[src/rtl/execute_stage_pipe.sv]
// Execute stage: operand forwarding, saturating ALU, iterative shift-add
// multiplier with stall handshake, and the X/M pipeline register.
module execute_stage_pipe #(
    parameter int DATA_W = 16,
    parameter int REG_AW = 4,
    parameter int FLAG_W = 3
) (
    input  logic              clk,
    input  logic              rst_n,
    input  logic              de_valid,
    input  logic [3:0]        de_opcode,
    input  logic [REG_AW-1:0] de_rs,
    input  logic [REG_AW-1:0] de_rt,
    input  logic [REG_AW-1:0] de_rd,
    input  logic [DATA_W-1:0] de_reg1,
    input  logic [DATA_W-1:0] de_reg2,
    input  logic [DATA_W-1:0] de_imm,
    input  logic              de_alu_src,
    input  logic              de_reg_write,
    input  logic              de_mem_op,
    input  logic              flush,
    input  logic              mw_reg_write,
    input  logic [REG_AW-1:0] mw_rd,
    input  logic [DATA_W-1:0] wb_data,
    output logic              stall,
    output logic              xm_valid,
    output logic [DATA_W-1:0] xm_result,
    output logic [REG_AW-1:0] xm_rd,
    output logic              xm_reg_write,
    output logic [FLAG_W-1:0] flags
);

    localparam int AMT_W = $clog2(DATA_W);
    localparam logic [3:0] OP_ADD = 4'd0;
    localparam logic [3:0] OP_SUB = 4'd1;
    localparam logic [3:0] OP_XOR = 4'd2;
    localparam logic [3:0] OP_SLL = 4'd4;
    localparam logic [3:0] OP_SRA = 4'd5;
    localparam logic [3:0] OP_ROR = 4'd6;
    localparam logic [3:0] OP_MUL = 4'd7;
    localparam logic [DATA_W-1:0] SAT_MAX   = {1'b0, {(DATA_W-1){1'b1}}};
    localparam logic [DATA_W-1:0] SAT_MIN   = {1'b1, {(DATA_W-1){1'b0}}};
    localparam logic [DATA_W-1:0] ADDR_MASK = {{(DATA_W-1){1'b1}}, 1'b0};
    localparam logic [AMT_W-1:0]  CNT_LAST  = AMT_W'(DATA_W - 1);
    // flag vector layout {Z,V,N}
    localparam int FZ = 2;
    localparam int FV = 1;

    typedef enum logic {IDLE, BUSY} state_t;

    // Signed add/subtract clamped to the representable range; MSB of the
    // return value is the saturation indicator.
    function automatic logic [DATA_W:0] sat_addsub(input logic signed [DATA_W-1:0] a,
                                                   input logic signed [DATA_W-1:0] b,
                                                   input logic                     sub);
        logic [DATA_W:0] s;
        s = sub ? ({a[DATA_W-1], a} - {b[DATA_W-1], b})
                : ({a[DATA_W-1], a} + {b[DATA_W-1], b});
        if (s[DATA_W] != s[DATA_W-1])
            return {1'b1, (s[DATA_W] ? SAT_MIN : SAT_MAX)};
        return {1'b0, s[DATA_W-1:0]};
    endfunction

    state_t                   state, state_nxt;
    logic                     is_mul, mul_accept, mul_done, issue;
    logic                     x2x_a, m2x_a, x2x_b, m2x_b;
    logic signed [DATA_W-1:0] fwd_a, fwd_b, op_a, op_b;
    logic [3:0]               eff_op;
    logic [DATA_W-1:0]        alu_res;
    logic [DATA_W:0]          sat_r;
    logic [2*DATA_W-1:0]      ror_dbl;
    logic [AMT_W-1:0]         amt;
    logic [FLAG_W-1:0]        alu_flags;
    logic                     alu_upd;
    logic [DATA_W-1:0]        mul_a_p0, mul_b_p0, mul_acc_p0, acc_step;
    logic [AMT_W-1:0]         mul_cnt;
    logic [REG_AW-1:0]        mul_rd_p0;
    logic                     mul_rw_p0;

    assign is_mul   = de_valid && !de_mem_op && (de_opcode == OP_MUL);
    assign issue    = de_valid && !stall && !flush;
    assign acc_step = mul_acc_p0 + (mul_b_p0[0] ? mul_a_p0 : '0);

    // Operand selection: X2X beats M2X, register 0 never forwards.
    always_comb begin
        x2x_a  = xm_reg_write && (xm_rd != '0) && (xm_rd == de_rs);
        m2x_a  = mw_reg_write && (mw_rd != '0) && (mw_rd == de_rs);
        x2x_b  = xm_reg_write && (xm_rd != '0) && (xm_rd == de_rt);
        m2x_b  = mw_reg_write && (mw_rd != '0) && (mw_rd == de_rt);
        fwd_a  = x2x_a ? xm_result : (m2x_a ? wb_data : de_reg1);
        fwd_b  = x2x_b ? xm_result : (m2x_b ? wb_data : de_reg2);
        op_a   = de_mem_op ? (fwd_a & ADDR_MASK) : fwd_a;
        op_b   = de_alu_src ? de_imm : fwd_b;
        eff_op = de_mem_op ? OP_ADD : de_opcode;
    end

    // Single-cycle ALU result and the flag vector it would produce.
    always_comb begin
        alu_res   = op_b;
        alu_flags = flags;
        alu_upd   = 1'b0;
        sat_r     = '0;
        amt       = op_b[AMT_W-1:0];
        ror_dbl   = '0;
        case (eff_op)
            OP_ADD, OP_SUB: begin
                if (de_mem_op) begin
                    alu_res = op_a + op_b;
                end else begin
                    sat_r     = sat_addsub(op_a, op_b, eff_op == OP_SUB);
                    alu_res   = sat_r[DATA_W-1:0];
                    alu_flags = {~|alu_res, sat_r[DATA_W], alu_res[DATA_W-1]};
                    alu_upd   = 1'b1;
                end
            end
            OP_XOR: begin
                alu_res       = op_a ^ op_b;
                alu_flags[FZ] = ~|alu_res;
                alu_upd       = 1'b1;
            end
            OP_SLL: begin
                alu_res       = op_a << amt;
                alu_flags[FZ] = ~|alu_res;
                alu_upd       = 1'b1;
            end
            OP_SRA: begin
                alu_res       = op_a >>> amt;
                alu_flags[FZ] = ~|alu_res;
                alu_upd       = 1'b1;
            end
            OP_ROR: begin
                ror_dbl       = {op_a, op_a} >> amt;
                alu_res       = ror_dbl[DATA_W-1:0];
                alu_flags[FZ] = ~|alu_res;
                alu_upd       = 1'b1;
            end
            default: ;
        endcase
    end

    // Multiplier FSM next state; stall covers the accept cycle and all of BUSY.
    always_comb begin
        state_nxt  = state;
        stall      = 1'b0;
        mul_accept = 1'b0;
        mul_done   = 1'b0;
        case (state)
            IDLE: begin
                if (is_mul && !flush) begin
                    stall      = 1'b1;
                    mul_accept = 1'b1;
                    state_nxt  = BUSY;
                end
            end
            BUSY: begin
                stall = 1'b1;
                if (flush) begin
                    state_nxt = IDLE;
                end else if (mul_cnt == CNT_LAST) begin
                    mul_done  = 1'b1;
                    state_nxt = IDLE;
                end
            end
            default: state_nxt = IDLE;
        endcase
    end

    // FSM state register.
    always_ff @(posedge clk or negedge rst_n) begin
        if (!rst_n) state <= IDLE;
        else        state <= state_nxt;
    end

    // Iteration counter: cleared on accept, one step per BUSY cycle.
    always_ff @(posedge clk or negedge rst_n) begin
        if (!rst_n)                mul_cnt <= '0;
        else if (mul_accept)       mul_cnt <= '0;
        else if (state == BUSY)    mul_cnt <= mul_cnt + 1'b1;
    end

    // Shift-add datapath: latch operands on accept, then one partial product per cycle.
    always_ff @(posedge clk) begin
        if (mul_accept) begin
            mul_a_p0   <= op_a;
            mul_b_p0   <= op_b;
            mul_acc_p0 <= '0;
            mul_rd_p0  <= de_rd;
            mul_rw_p0  <= de_reg_write;
        end else if (state == BUSY) begin
            mul_acc_p0 <= acc_step;
            mul_a_p0   <= mul_a_p0 << 1;
            mul_b_p0   <= mul_b_p0 >> 1;
        end
    end

    // X/M register: flush bubble, multiplier completion, single-cycle issue, or bubble.
    always_ff @(posedge clk or negedge rst_n) begin
        if (!rst_n) begin
            xm_valid     <= 1'b0;
            xm_result    <= '0;
            xm_rd        <= '0;
            xm_reg_write <= 1'b0;
            flags        <= '0;
        end else if (flush) begin
            xm_valid     <= 1'b0;
            xm_reg_write <= 1'b0;
        end else if (mul_done) begin
            xm_valid     <= 1'b1;
            xm_result    <= acc_step;
            xm_rd        <= mul_rd_p0;
            xm_reg_write <= mul_rw_p0;
            flags        <= {~|acc_step, flags[FV], acc_step[DATA_W-1]};
        end else if (issue) begin
            xm_valid     <= 1'b1;
            xm_result    <= alu_res;
            xm_rd        <= de_rd;
            xm_reg_write <= de_reg_write;
            if (alu_upd) flags <= alu_flags;
        end else begin
            xm_valid     <= 1'b0;
            xm_reg_write <= 1'b0;
        end
    end

endmodule

[config.mk]
export PLATFORM = sky130hd
export DESIGN_NAME = execute_stage_pipe
export DESIGN_NICKNAME = d
export VERILOG_FILES = /design/src/rtl/execute_stage_pipe.sv
export SDC_FILE = /design/constraint.sdc
export NUM_CORES = 1
export LEC_CHECK = 0
export ABC_AREA = 1
export BUFFER_PORTS_ARGS = -buffer_cell sky130_fd_sc_hd__buf_4
export CELL_PAD_IN_SITES_DETAIL_PLACEMENT = 1
export CELL_PAD_IN_SITES_GLOBAL_PLACEMENT = 1
export CORE_ASPECT_RATIO = 1.25
export CORE_MARGIN = 3
export CORE_UTILIZATION = 45
export DETAILED_ROUTE_END_ITERATION = 10
export PLACE_DENSITY_LB_ADDON = 0.1
export RECOVER_POWER = 100
export SETUP_SLACK_MARGIN = 0.05
export SLEW_MARGIN = 20
export SYNTH_ARGS = -nofsm -noshare
export SYNTH_HDL_FRONTEND = slang
export SYNTH_SLANG_ARGS = --single-unit
[constraint.sdc]
create_clock -name clk -period 9 [get_ports clk]
set_clock_uncertainty 0.15 [all_clocks]
set_input_delay 1.8 -clock clk [delete_from_list [all_inputs] [get_ports clk]]
set_output_delay 1.8 -clock clk [all_outputs]
set_load 0.1 [all_outputs]
# Yosys cells after proc, flatten, opt, wreduce, memory -nomap -nowiden

Cells that the tools add are included.

Output and inout bits: 26
Logic and storage cells: 133
Flip-flop bits (word level): 83
Bits of input ports: 92

Bitwise logic cells: 5
Eq/ne operators: 14
Muxes and demuxes: 52
Shift operators: 3
Reductions and logical operators: 40
Add/subtract/negate cells: 5

Operator list:

| cell                                          | count |
|---|---|
| two-way mux 16 bit                            | 14 |
| OR reduction 16 bit                           | 6 |
| two-way mux 17 bit                            | 5 |
| case mux 16 bit (5 select lines)              | 1 |
| adder 16 bit                                  | 2 |
| >> shifter 32 x 4 -> 16 bit                   | 1 |
| two-way mux 4 bit                             | 5 |
| two-way mux 1 bit                             | 18 |
| adder 16 x 16 -> 17 bit                       | 1 |
| subtractor 16 x 16 -> 17 bit                  | 1 |
| == test 4 x 3 -> 1 bit, second input constant | 4 |
| == test 4 bit                                 | 4 |
| left shift 16 x 4 -> 16 bit                   | 1 |
| >>> shifter 16 x 4 -> 16 bit                  | 1 |
| XOR 16 bit                                    | 1 |
| two-way mux 3 bit                             | 4 |
| logical AND 1 bit                             | 11 |
| AND reduction 5 bit                           | 2 |
| logical NOT 1 bit                             | 9 |
| nonzero test 2 bit                            | 4 |
| nonzero test 4 bit                            | 2 |
| case mux 1 bit (2 select lines)               | 3 |
| AND reduction 6 bit                           | 1 |
| nonzero test 6 bit                            | 1 |
| 14 further kinds                              | 17 |

# Depth between registers and ports, before layout

Word-level depth: 22
Depth in mapped cells: 39
Gate-level depth less buffers: 37

# Worst setup path before layout

OpenSTA, ideal clock, no wires.

Kind: input to register
Start: in de_rt[0]
End: reg xm_result[6]
Setup slack: 2.597 ns
Cell stages on the path: 33
Path buffers: 3
Required time: 8.720 ns
Arrival: 6.122 ns
Library setup time: 0.130 ns
Cell sequence: xor2_1 nor2_2 nand2_4 o21ai_0 inv_1 nand2_1 nand2_2 inv_1 buf_4 buf_2 ha_1 nand3_1 nor2_4 nand3_2 o21ai_0 xor2_1 ha_1 a21oi_1 o21a_1 nand3_1 nand3_1 nand2_1 a21oi_1 nor2_1 nor2_1 xor2_1 nand3b_1 buf_4 nand3_1 a21oi_1 nand2_1 o211ai_1 nand3_1

Cells in the longest elaborated chain, start to end: 18
Elaborated cells between the ends (all ways): 28
Those cells by class: add/sub (3); eq/ne (3); shift (3); mux (16); bitwise (1); reduce/logical (2)

RTL lines:

| what                                                                    | RTL line | source |
|---|---|---|
| start: declaration                                                      | 13       | `input logic [REG_AW-1:0] de_rt,` |
| == test 4 bit                                                           | 89       | `m2x_b = mw_reg_write && (mw_rd != '0) && (mw_rd == de_rt);` |
| logical AND 1 bit                                                       | 89       |  |
| two-way mux 16 bit                                                      | 91       | `fwd_b = x2x_b ? xm_result : (m2x_b ? wb_data : de_reg2);` |
| two-way mux 16 bit *                                                    | 91       |  |
| two-way mux 16 bit *                                                    | 93       | `op_b = de_alu_src ? de_imm : fwd_b;` |
| adder 16 x 16 -> 17 bit or subtractor 16 x 16 -> 17 bit (tied branches) | 58, 57   |  |
| two-way mux 17 bit                                                      | 57       | `s = sub ? ({a[DATA_W-1], a} - {b[DATA_W-1], b})` |
| inequality test 1 bit                                                   | 59       | `if (s[DATA_W] != s[DATA_W-1])` |
| [2 not listed]                                                          | -        |  |
| two-way mux 1 bit                                                       | 105      | `case (eff_op)` |
| two-way mux 17 bit                                                      | 61       | `return {1'b0, s[DATA_W-1:0]};` |
| two-way mux 17 bit                                                      | 107      | `if (de_mem_op) begin` |
| two-way mux 17 bit                                                      | 105      |  |
| two-way mux 16 bit                                                      | 107      |  |
| case mux 16 bit (5 select lines) *                                      | 105      |  |
| two-way mux 16 bit *                                                    | 213      | `end else if (issue) begin` |
| two-way mux 16 bit *                                                    | 207      | `end else if (mul_done) begin` |
| end signal: assignment                                                  | 209      | `xm_result <= acc_step;` |
| end signal: assignment                                                  | 215      | `xm_result <= alu_res;` |
| end: declaration                                                        | 27       | `output logic [DATA_W-1:0] xm_result,` |

Every way passes the cells marked *; elsewhere a longest branch is shown, timed or not. The select of a mux whose other input is x is not followed.
A chain may end at the register's enable or synchronous reset.

# Worst setup path after layout

Start: in de_mem_op
End: out stall

Cells in the longest elaborated chain, start to end: 6

RTL lines:

| what                            | RTL line | source |
|---|---|---|
| start: declaration              | 20       | `input logic de_mem_op,` |
| logical NOT 1 bit               | 80       | `assign is_mul = de_valid && !de_mem_op && (de_opcode == OP_MUL);` |
| logical AND 1 bit (2 in a row)  | 80       |  |
| logical AND 1 bit               | 149      | `if (is_mul && !flush) begin` |
| two-way mux 1 bit               | 149      |  |
| case mux 1 bit (2 select lines) | 147      | `case (state)` |
| end: declaration                | 25       | `output logic stall,` |

No other way between the ends.

==> out/results.tsv <==
stage	metric	value	unit
run_status	status	complete, but fails checks	
run_status	violations	max-capacitance violations, max-slew violations	
route	vias_per_cell	6.070	
final_layout	fillers	3116	
synth	ys_ff_latch	83	
clock_network	clkSlewWorstSetupHoldPaths	0.06	ns
global_routing	grt_max_degree	67	
placed_design	numPortBuffers	117	
global_routing	antenna_found_initial	0	
power_and_ir_drop	power_frac_clock	0.184	
critical_path	critPathCaptureType	output port	
power_and_ir_drop	p_leak	5.801	nW
global_routing	grt_pass1_vias	12297	
job	drv_cap	4	
power_and_ir_drop	power.density	181.4	nW/um^2
critical_path	crit_type	in2out	
final_layout	diodes	0	
placed_design	dp_hpwl	36.16	mm
final_layout	final_util	0.5159	
timing	finalHoldViolations	0	
route	antenna_left	0	
synth	synth_edf_count	37	
critical_path	rr_endpoint	xm_result[11]	
clock_network	cts_tree	done	
power_and_ir_drop	swShare	0.5204	
clock_network	cts-root-buf	clkbuf_16	
hold_path	holdCritPathClass	reg2reg	
clock_network	clk_latency	0.34	ns
synth	synth_top_family_by_area	simple AND/OR/NAND/NOR gates	
hold_path	hold-path-cell-count	2	
placed_design	placed_cell_area	11040	sq um
critical_path	reg2reg_depth	29	
synth	yosys.area.top_type_share	0.1918	
power_and_ir_drop	power_frac_seq	0.252	
route	dr.pass1.iters	5	
placed_design	dpl.cell_count	1988	
clock_network	numCtsBuffers	9	
clock_network	cts_num_sinks	83	
timing	fmax	119.2	MHz
timing	fin_ws	0.6132	ns
global_routing	grt_pass1_wl	69.23	mm
synth	ys.flop_type	edfxtp_1	
route	wl	45.50	mm
global_routing	track_usage	0.3629	
synth	seq_area_frac_synth	0.2173	
critical_path	r2r_slack	2.17	ns
timing	tns	0	ns
placed_design	gp_congestion	0.9902	
route	vias	12164	
synth	synth_area	10040	sq um
final_layout	design_area	11190	sq um
synth	synth-adder-area-share	0.06703	
synth	yosysWarnings	0	
final_layout	layout.cells.non_filler	2004	
hold_path	min_from	mul_acc_p0[4]	
critical_path	path_max_fanout	34	
synth	synth-compound-area-share	0.1655	
floorplanning	die-width	139.6	microns
synth	synth_xor_area_frac	0.05482	
floorplanning	fp-row-count	60	
clock_network	cts_setup_buffers	0	
clock_network	cts_resized	0	
global_routing	grt-ovfl-total	0	
timing	setup_violations	0	
synth	synth_top_cells_by_area	nand2_1 (19%), nand3_1 (12%), edfxtp_1 (11%)	
floorplanning	coreArea	21700	sq um
synth	syn_inst	1650	
synth	syn_nets	1794	
floorplanning	fp.dieArea	24160	sq um
critical_path	reg2reg_from	xm_rd[1]	
route	wl_per_cell	22.70	microns
hold_path	min_to	mul_acc_p0[4]	
final_layout	drive_above_1_share	0.08464	
power_and_ir_drop	p_int	0.0009737	W
final_layout	syn_to_final_growth	11.46	%
route	drc	0	
clock_network	h-tree-depth	3	
power_and_ir_drop	ir_worst_vdd	0.1374	mV
timing	worstMarginPinSlew	2.046	ns
synth	synth-async-reset-ratio	0.3614	
synth	synth_top_cell_by_area	nand2_1	
timing	min_period_over_period	0.9319	
placed_design	place_ws	0.8727	ns
critical_path	worstSetupStartpointType	primary input	
power_and_ir_drop	comb_power_share	0.564	
route	first_iter_violations	1110	
synth	ys_types	53	
critical_path	cp.required	7.05	ns
synth	synth-simple-area-share	0.3916	
timing	grt_setup_unrepaired	false	
timing	slew_headroom	-0.3639	
clock_network	clock_path_buffers	2	
timing	slew_violations	158	
synth	synthMuxAreaShare	0	
timing	period_minus_slack	8.387	ns
clock_network	hold_buffers	0	
floorplanning	die_h	173.0	microns
critical_path	cp.arrival	6.44	ns
floorplanning	start_util	0.4629	
floorplanning	io_pins	118	
power_and_ir_drop	switchingPower	0.001057	W
synth	avgSynthCellArea	6.086	sq um
final_layout	nNetsFinal	1864	
## logic make-up (layout without fill, tap and decap cells)
| kind of cell | count (synthesis) | count (layout) |
|---|---|---|
| AO/OA/AOI/OAI | 277 | 277 |
| adder cells (fa/ha/maj) | 52 | 52 |
| flip-flops | 83 | 83 |
| XOR/XNOR | 62 | 62 |
| buffers and inverters | 260 | 335 |
| AND/OR/NAND/NOR | 916 | 916 |
## flip-flops by register name, summed over array words and instances (netlist names)
register / count
state: 1
xm_result: 16
mul_rd_p0: 4
mul_cnt: 4
mul_a_p0: 16
mul_rw_p0: 1
xm_rd: 4
xm_valid: 1
xm_reg_write: 1
flags: 3
mul_acc_p0: 16
mul_b_p0: 16
## layer usage
metal,GRT usage,share of wire,up-vias
met5,0,0,-
met2,0.6196,0.48,491
met1,0.4369,0.39,5895
li1,-,-,5612
met3,0.04066,0.063,166
met4,0.2173,0.072,0
## worst max-delay path, stage by stage
cell	delay [ns]
clkbuf_1	0.60
nor2_1	0.36
inv_1	0.12
nor4_1	0.61
nor2_1	0.11
clkbuf_1	0.44
inv_1	0.20
clkbuf_1	1.48
clkbuf_2	0.68
## worst max-delay path by stage
stage	from	endpoint	slack, ns	cells after the start
floorplan	de_rt[0]	xm_result[6]	2.60	33
global placement	mw_rd[0]	xm_result[11]	1.08	30
detailed placement	mw_rd[3]	xm_result[5]	0.87	31
CTS	mw_rd[3]	xm_result[5]	1.17	31
global route	mw_rd[3]	xm_result[11]	0.23	31
finish	de_mem_op	stall	0.61	9
## layout make-up
class                           count  area, sq um  share of cell area
Clock buffer                       10        229.0             0.02046
Clock inverter                      6        66.31            0.005924
Inverter                          190        713.2             0.06372
Multi-Input combinational cell   1307         6815              0.6089
Sequential cell                    83         2182              0.1949
Tap cell                          279        349.1             0.03119
Timing Repair Buffer              129        838.3             0.07489
## power by group through the flow
stage               logic [W]  clock network, W  registers (W)
finish                0.00114          0.000373       0.000512
global route          0.00123          0.000390       0.000516
CTS                   0.00115          0.000374       0.000511
detailed placement    0.00114                 0       0.000518
global placement      0.00111                 0       0.000515
floorplan            0.000629                 0       0.000667
## layout by cell type, fill, tap and decap left out, types with 35 or more instances in the layout
| master | instances |
|---|---|
| nand2_1 | 513 |
| nand3_1 | 236 |
| inv_1 | 185 |
| nor2_1 | 108 |
| buf_4 | 94 |
| o21ai_0 | 90 |
| a21oi_1 | 68 |
| ha_1 | 49 |
| xor2_1 | 41 |
| edfxtp_1 | 37 |
| clkbuf_1 | 35 |
## through the flow
| stage | hold slack (ns) | total power (W) |
|---|---|---|
| finish | 0.3261 | 0.002030 |
| global route | 0.3599 | 0.002137 |
| CTS | 0.3290 | 0.002032 |
| detailed placement | 0.3136 | 0.001653 |
| global placement | 0.2971 | 0.001626 |
| floorplan | 0.2847 | 0.001295 |
## Yosys cell counts, types with 9 or more instances
library cell	instances
a31oi_1	14
buf_2	20
dfrtp_1	30
o22ai_1	26
xnor2_1	20
nor3_1	10
ha_1	49
nand3_1	236
nand4_1	11
xor2_1	41
clkbuf_1	34
nor2_1	107
dfxtp_1	16
inv_1	185
o21ai_1	24
o211ai_1	9
nand2_1	513
a21oi_1	68
edfxtp_1	37
o21ai_0	84
(Power assumes the default switching activity.)
